### config.mk
export PLATFORM = sky130hd
export DESIGN_NAME = skinny_sbox_layer_seq
export DESIGN_NICKNAME = d
export VERILOG_FILES = /design/src/rtl/skinny_seq_pkg.sv /design/src/rtl/skinny_fresh_lfsr.sv /design/src/rtl/skinny_sbox_layer_seq.sv
export SDC_FILE = /design/constraint.sdc
export NUM_CORES = 1
export LEC_CHECK = 0
export ABC_AREA = 1
export BUFFER_PORTS_ARGS = -buffer_cell sky130_fd_sc_hd__buf_2
export CAP_MARGIN = 40
export CORE_ASPECT_RATIO = 0.6
export CORE_UTILIZATION = 40
export CTS_CLUSTER_DIAMETER = 30
export DETAILED_ROUTE_END_ITERATION = 12
export PLACE_DENSITY_LB_ADDON = 0.1
export SLEW_MARGIN = 20
export SYNTH_ARGS = -nofsm -noshare
export SYNTH_HDL_FRONTEND = slang
export SYNTH_SLANG_ARGS = --single-unit
### constraint.sdc
create_clock -name clk -period 4.9 [get_ports clk]
set_input_delay 0.245 -clock clk [delete_from_list [all_inputs] [get_ports clk]]
set_output_delay 0.245 -clock clk [all_outputs]
set_load 0.1 [all_outputs]
### src/rtl/skinny_seq_pkg.sv
// Shared types and constants for the Skinny-64 masked S-box layer sequencer.
// The LFSR constants are only consumed when SBOX_SEQ_LFSR_EN is defined.
package skinny_seq_pkg;

    localparam int NIB     = 16;
    localparam int NIB_W   = 4;
    localparam int RND_W   = 64;
    localparam int STATE_W = 64;

    localparam logic [NIB_W-1:0] LAST_IDX = 4'(NIB - 1);

    // Fibonacci taps 64,63,61,60 expressed as bit positions 63,62,60,59.
    localparam logic [63:0] LFSR_SEED = 64'h0123_4567_89AB_CDEF;
    localparam logic [63:0] LFSR_TAPS = 64'hD800_0000_0000_0000;

    typedef enum logic [1:0] {
        IDLE  = 2'd0,
        FEED  = 2'd1,
        DRAIN = 2'd2,
        DONE  = 2'd3
    } state_t;

    function automatic logic lfsr_fb(input logic [63:0] s);
        return ^(s & LFSR_TAPS);
    endfunction

endpackage

### src/rtl/skinny_fresh_lfsr.sv
// 64-bit Fibonacci LFSR supplying S-box randomness; advances only when step is high.
// Instantiated by the sequencer only in SBOX_SEQ_LFSR_EN builds.
module skinny_fresh_lfsr
    import skinny_seq_pkg::*;
(
    input  logic        clk,
    input  logic        rst_n,
    input  logic        step,
    output logic [63:0] rnd
);

    logic [63:0] lfsr_q;
    logic [63:0] lfsr_d;

    assign lfsr_d = {lfsr_q[62:0], lfsr_fb(lfsr_q)};

    always_ff @(posedge clk or negedge rst_n) begin
        if (!rst_n) begin
            lfsr_q <= LFSR_SEED;
        end else if (step) begin
            lfsr_q <= lfsr_d;
        end
    end

    assign rnd = lfsr_q;

endmodule

### src/rtl/skinny_sbox_layer_seq.sv
// Feeds a two-share 64-bit state one nibble per cycle into an external masked S-box
// and reassembles the results. Optional internal randomness: define SBOX_SEQ_LFSR_EN.
module skinny_sbox_layer_seq
    import skinny_seq_pkg::*;
#(
    parameter int SBOX_LAT = 2
) (
    input  logic               clk,
    input  logic               rst_n,
    input  logic               start,
    input  logic [STATE_W-1:0] state_in_s0,
    input  logic [STATE_W-1:0] state_in_s1,
    input  logic [RND_W-1:0]   fresh_in,
    output logic               busy,
    output logic               done,
    output logic [STATE_W-1:0] state_out_s0,
    output logic [STATE_W-1:0] state_out_s1,
    output logic [NIB_W-1:0]   sbox_in_s0,
    output logic [NIB_W-1:0]   sbox_in_s1,
    output logic [RND_W-1:0]   sbox_fresh,
    input  logic [NIB_W-1:0]   sbox_out_s0,
    input  logic [NIB_W-1:0]   sbox_out_s1
);

    state_t             state_q;
    logic [NIB_W-1:0]   feed_cnt_q;
    logic [NIB_W-1:0]   feed_cnt_d;
    logic [STATE_W-1:0] shadow_s0_q;
    logic [STATE_W-1:0] shadow_s1_q;
    logic [STATE_W-1:0] out_s0_q;
    logic [STATE_W-1:0] out_s1_q;
    logic               busy_q;
    logic               done_q;

    logic [SBOX_LAT-1:0] vld_q;
    logic [NIB_W-1:0]    idx_q [SBOX_LAT];

    logic               feeding;
    logic               cap_vld;
    logic [NIB_W-1:0]   cap_idx;
    logic [5:0]         cap_pos;
    logic               last_cap;
    logic [RND_W-1:0]   rnd_word;

    assign feeding    = (state_q == FEED);
    assign feed_cnt_d = feed_cnt_q + 4'd1;
    assign cap_vld    = vld_q[SBOX_LAT-1];
    assign cap_idx    = idx_q[SBOX_LAT-1];
    assign cap_pos    = {cap_idx, 2'b00};
    assign last_cap   = cap_vld && (cap_idx == LAST_IDX);

`ifdef SBOX_SEQ_LFSR_EN
    logic unused_fresh;
    assign unused_fresh = ^fresh_in;

    skinny_fresh_lfsr u_lfsr (
        .clk   (clk),
        .rst_n (rst_n),
        .step  (feeding),
        .rnd   (rnd_word)
    );
`else
    assign rnd_word = fresh_in;
`endif

    // Shadow shares shift right each FEED cycle so the current nibble is always [3:0].
    always_ff @(posedge clk or negedge rst_n) begin
        if (!rst_n) begin
            state_q     <= IDLE;
            feed_cnt_q  <= '0;
            shadow_s0_q <= '0;
            shadow_s1_q <= '0;
            busy_q      <= 1'b0;
            done_q      <= 1'b0;
        end else begin
            case (state_q)
                IDLE: begin
                    if (start) begin
                        shadow_s0_q <= state_in_s0;
                        shadow_s1_q <= state_in_s1;
                        feed_cnt_q  <= '0;
                        busy_q      <= 1'b1;
                        state_q     <= FEED;
                    end
                end
                FEED: begin
                    shadow_s0_q <= {4'b0000, shadow_s0_q[STATE_W-1:4]};
                    shadow_s1_q <= {4'b0000, shadow_s1_q[STATE_W-1:4]};
                    feed_cnt_q  <= feed_cnt_d;
                    if (feed_cnt_q == LAST_IDX) begin
                        state_q <= DRAIN;
                    end
                end
                DRAIN: begin
                    if (last_cap) begin
                        busy_q  <= 1'b0;
                        done_q  <= 1'b1;
                        state_q <= DONE;
                    end
                end
                DONE: begin
                    done_q  <= 1'b0;
                    state_q <= IDLE;
                end
                default: state_q <= IDLE;
            endcase
        end
    end

    // Valid/index line mirrors the S-box pipeline so each result lands in its own nibble.
    always_ff @(posedge clk or negedge rst_n) begin
        if (!rst_n) begin
            vld_q <= '0;
            for (int i = 0; i < SBOX_LAT; i++) begin
                idx_q[i] <= '0;
            end
        end else begin
            vld_q[0] <= feeding;
            idx_q[0] <= feed_cnt_q;
            for (int i = 1; i < SBOX_LAT; i++) begin
                vld_q[i] <= vld_q[i-1];
                idx_q[i] <= idx_q[i-1];
            end
        end
    end

    always_ff @(posedge clk or negedge rst_n) begin
        if (!rst_n) begin
            out_s0_q <= '0;
            out_s1_q <= '0;
        end else if (cap_vld) begin
            out_s0_q[cap_pos +: 4] <= sbox_out_s0;
            out_s1_q[cap_pos +: 4] <= sbox_out_s1;
        end
    end

    assign busy         = busy_q;
    assign done         = done_q;
    assign state_out_s0 = out_s0_q;
    assign state_out_s1 = out_s1_q;
    assign sbox_in_s0   = feeding ? shadow_s0_q[3:0] : '0;
    assign sbox_in_s1   = feeding ? shadow_s1_q[3:0] : '0;
    assign sbox_fresh   = feeding ? rnd_word : '0;

endmodule

---- Word-level counts from Yosys, hierarchy flattened ----
Cells that the tools add are included.
storage, ports and cells
  register bits ........................... 274
  input port bits ......................... 203
  output and inout port bits .............. 202
  logic and storage cells ................. 53
operators by class
  reduce and logical (&&, ||, !) cells .... 9
  equality and inequality tests ........... 8
  add/sub/neg operators ................... 2
  multiplexer cells ....................... 20
  shift operators ......................... 3
operators with widths
  kind                    count
  $pmux 64 s2             2
  $mux 64                 3
  $bwmux 64               2
  $shiftx 4x8->64         2
  $shift 4x8->64 const A  1
  $mux 4                  3
  $eq 4x4->1 const B      2
  $neg 6->8               1
  $pmux 2 s4              1
  $pmux 4 s2              1
  $mux 2                  3
  $reduce_and 3->1        2
  $reduce_bool 2->1       3
  $add 4x1->4 const B     1
  $eq 2x2->1 const B      2
  $ne 2x2->1 const B      2
  $pmux 1 s2              2
  $reduce_and 2->1        2
  $mux 1                  3
  $eq 2x1->1 const B      1
  $logic_not 2->1         1
  $ne 2x1->1 const B      1
  $logic_and 1x1->1       1

---- Depth between registers and ports, before layout ----
  word-level depth ........................ 4
  depth in mapped cells ................... 11
  gate-level depth less buffers ........... 8

---- Worst setup path before layout ----
OpenSTA, ideal clock, no wires.
  kind .................................... flip-flop to output port
  from .................................... register state_q[1]
  to ...................................... output port sbox_fresh[33]
  data required time ...................... 4,655 ps
  arrival time ............................ 1,983 ps
  path slack .............................. 2,672 ps
  cell stages (with the launch flop) ...... 8
  cell sequence ........................... dfrtp_1 inv_1 ha_1 buf_2 clkbuf_1 buf_1 nand2_1 inv_1
on the way
  longest elaborated chain between the ends .. 2
ends and longest elaborated chain
  item                      line                          source
  start: declaration        skinny_sbox_layer_seq.sv:25   state_t state_q;
  start signal: assignment  skinny_sbox_layer_seq.sv:69   state_q <= IDLE;
  start signal: assignment  skinny_sbox_layer_seq.sv:83   state_q <= FEED;
  start signal: assignment  skinny_sbox_layer_seq.sv:91   state_q <= DRAIN;
  $eq 2x1->1                skinny_sbox_layer_seq.sv:45   assign feeding = (state_q == FEED);
  net feeding               skinny_sbox_layer_seq.sv:38   logic feeding;
  $mux 64                   skinny_sbox_layer_seq.sv:143  assign sbox_fresh = feeding ? rnd_word : '0;
  end: declaration          skinny_sbox_layer_seq.sv:20   output logic [RND_W-1:0] sbox_fresh,
The timed path passes the listed nets, and every way through them passes these cells.

---- Worst setup path after layout ----
  from .................................... register state_q[1]
  to ...................................... output port sbox_fresh[29]
Same word-level chain as after synthesis.

==> flow_summary.toml <==
[outcome]
status = "finished clean"

[placement]
place_congestion = 0.902
portBuffers = 404
dpl.hpwl_mm = 26.3
placed_area_mm2 = 0.0146

[clock_network]
ctsResizeCount = 0
h-tree-depth = 2
cts-root-buf = "clkbuf_16"
hold_buffers = 129
clk_pin_slew_ns = 0.06
cts_buffer_depth = 3
tritoncts = "done"
cts_buffers = 47
clock_sinks = 274
cts_setup_buffers = 0
clk_latency_ns = 0.55

[route]
detail_route.wl_per_cell_um = 16.1
ant_nets = 0
drt_first_pass_iters = 5
drt_wl_total_mm = 39.8
vias = 12000
drtIter0Drc = 996
drc = 0
vias_per_cell = 4.86

[critical_path]
required_ns = 4.66
cpLargestDelayFamily = "buffers and inverters"
end_kind = "output pin"
critical_path_class = "reg2out"
cp_slowest_cell = "buf_12"
cp.arrival_ns = 2.62
cp_max_fo = 197
critPathLaunchType = "register"
path_cells = "inv_1, ha_4, buf_12, nand2_1, inv_1, buf_2"
cp_num_buf_inv = 4
critPathLaunch = "state_q[1]"
cp_common_cell = "inv_1"
r2r_start = "cap_idx[0]"
max_stage_delay_ns = 0.60

[final_layout]
final_area_mm2 = 0.0176
area_delta_synth_final_pct = 42.9
nNetsFinal = 2240
drive_above_1_share = 0.251

[logic_synthesis]
synthMuxAreaShare = 0
syn_nets = 1742
avgSynthCellArea_um2 = 8.02
netlist_area_mm2 = 0.0123
async_flop_share = 1.00
synth_top_area_frac = 0.558
synth_xor_area_frac = 0.000713
ys_ff_latch = 274
synth.area.top_cells = "dfrtp_1, nand2_1, a31oi_1, nand3_1, nor2_1"
synth-edff-count = 0
yosysUniqueCellTypes = 23
synth_compound_area_frac = 0.0700
synth_top_family_by_area = "simple AND/OR/NAND/NOR gates"
synth.top_cells.by_count = "nand2_1, dfrtp_1, nand3_1, nor2_1, a31oi_1"
ys_seq_area_frac = 0.558
yosysMostFrequentCell = "nand2_1"
yosys.area_share.simple = 0.298
yosysWarnings = 0
ys.flop_type = "dfrtp_1"
synth_area_leader_cell = "dfrtp_1"
synthAdderAreaFrac = 0.00815
syn_inst = 1531

[global_routing]
grt_pass1_wl_mm = 60.9
overflow = 0
antenna_found_initial = 2
first_global_vias = 11400
gr-usage-all-layers = 0.245
grt_max_degree = 198

[min_path]
min_from = "sbox_out_s1[3]"
hold_path_class = "in2reg"

[timing]
hold_ws_ns = 0.0626
fmax_ghz = 0.349
min_period_ns = 2.86
setup_viol = 0
relSlewSlack = 0.352
worst_slew_pin_slew_ns = 0.973
fin_tns_setup_ns = 0
hold_viol_final = 0
final-max-slew-violation-count = 0
post-route-period-util = 0.584
clock_skew_ns = 0.0286
rsz0062_at_grt = "false"

[die]
row_count = 49
die_x_um = 228
die_area_mm2 = 0.0314
initial_core_util = 0.409
fp.dieH_um = 138
pin_count = 405
core_area_mm2 = 0.0300

[flow_run]
cap_violations = 0
worst min-delay path, cell delays in order:
cell,delay (ns)
buf_2,0.18
nand3_1,0.10
nand2_1,0.05
path summary, 6_finish.rpt:
kind                                    end  slack, ns  depth (start not counted)
min in group asynchronous  state_out_s0[53]       0.38                          2
min                        state_out_s1[43]       0.06                          3
max reg2reg                state_out_s0[59]       2.18                          9
max in group asynchronous     feed_cnt_q[2]       3.23                          3
max                          sbox_fresh[29]       2.04                          6
min reg2reg                      cap_idx[1]       0.35                          0
cell families after synthesis:
kind of cell,after synthesis
AND/OR/NAND/NOR,910
flip-flops,274
buffers and inverters,197
AO/OA/AOI/OAI,141
adder cells (fa/ha/maj),8
XOR/XNOR,1
state kept, by name, indices dropped and copies added, names as in the netlist, 2 cells and up:
signal        flops
cap_idx           4
feed_cnt_q        4
idx_q             4
shadow_s0_q      64
shadow_s1_q      64
state_out_s0     64
state_out_s1     64
state_q           2
vld_q             2
layout make-up:
| cell class | count | area (µm²) |
|---|---|---|
| clock inverters | 30 | 363 |
| flip-flops and latches | 274 | 6860 |
| inverters | 101 | 382 |
| multi-input cells | 1060 | 4650 |
| diodes | 2 | 5.00 |
| fillers | 2776 | 12500 |
| clock buffers | 58 | 1310 |
| repair buffers | 545 | 3480 |
| well taps | 408 | 510 |
through the flow:
stage	worst slack, ns	cells	util
floorplan	2.67	1531	-
global placement	1.96	2256	0.484
detailed placement	2.27	2259	0.486
CTS	2.00	2476	0.584
global route	1.85	2478	0.584
finish	2.04	2478	0.584
cells in the final DEF, fill, tap and decap left out, types with 2 or more instances in the layout:
| master | instances |
|---|---|
| clkbuf_8 | 9 |
| nor2_2 | 4 |
| dlygate4sd3_1 | 129 |
| a31oi_1 | 120 |
| inv_6 | 6 |
| nand3_1 | 140 |
| bufinv_16 | 6 |
| buf_8 | 2 |
| diode_2 | 2 |
| clkinv_2 | 7 |
| nand2_1 | 615 |
| inv_2 | 3 |
| buf_12 | 3 |
| clkinvlp_4 | 7 |
| dfrtp_1 | 274 |
| buf_4 | 7 |
| o21ai_0 | 13 |
| clkbuf_1 | 2 |
| buf_2 | 403 |
| nor2_4 | 5 |
| nor3_1 | 8 |
| a21oi_1 | 6 |
| ha_1 | 7 |
| clkinv_4 | 3 |
| clkbuf_16 | 47 |
| nor2_1 | 136 |
| inv_1 | 96 |
layer usage:
metal / GRT usage / vias to the layer above / part of all wire
met4: 0.0749 / 0 / 0.020
met2: 0.367 / 360 / 0.45
li1: - / 5889 / -
met1: 0.355 / 5729 / 0.47
met5: 0 / - / 0
met3: 0.0526 / 58 / 0.061
Power is left out: the tool's default activity adds up to more than one toggle a clock period on the data nets, which glitch-free logic cannot reach.
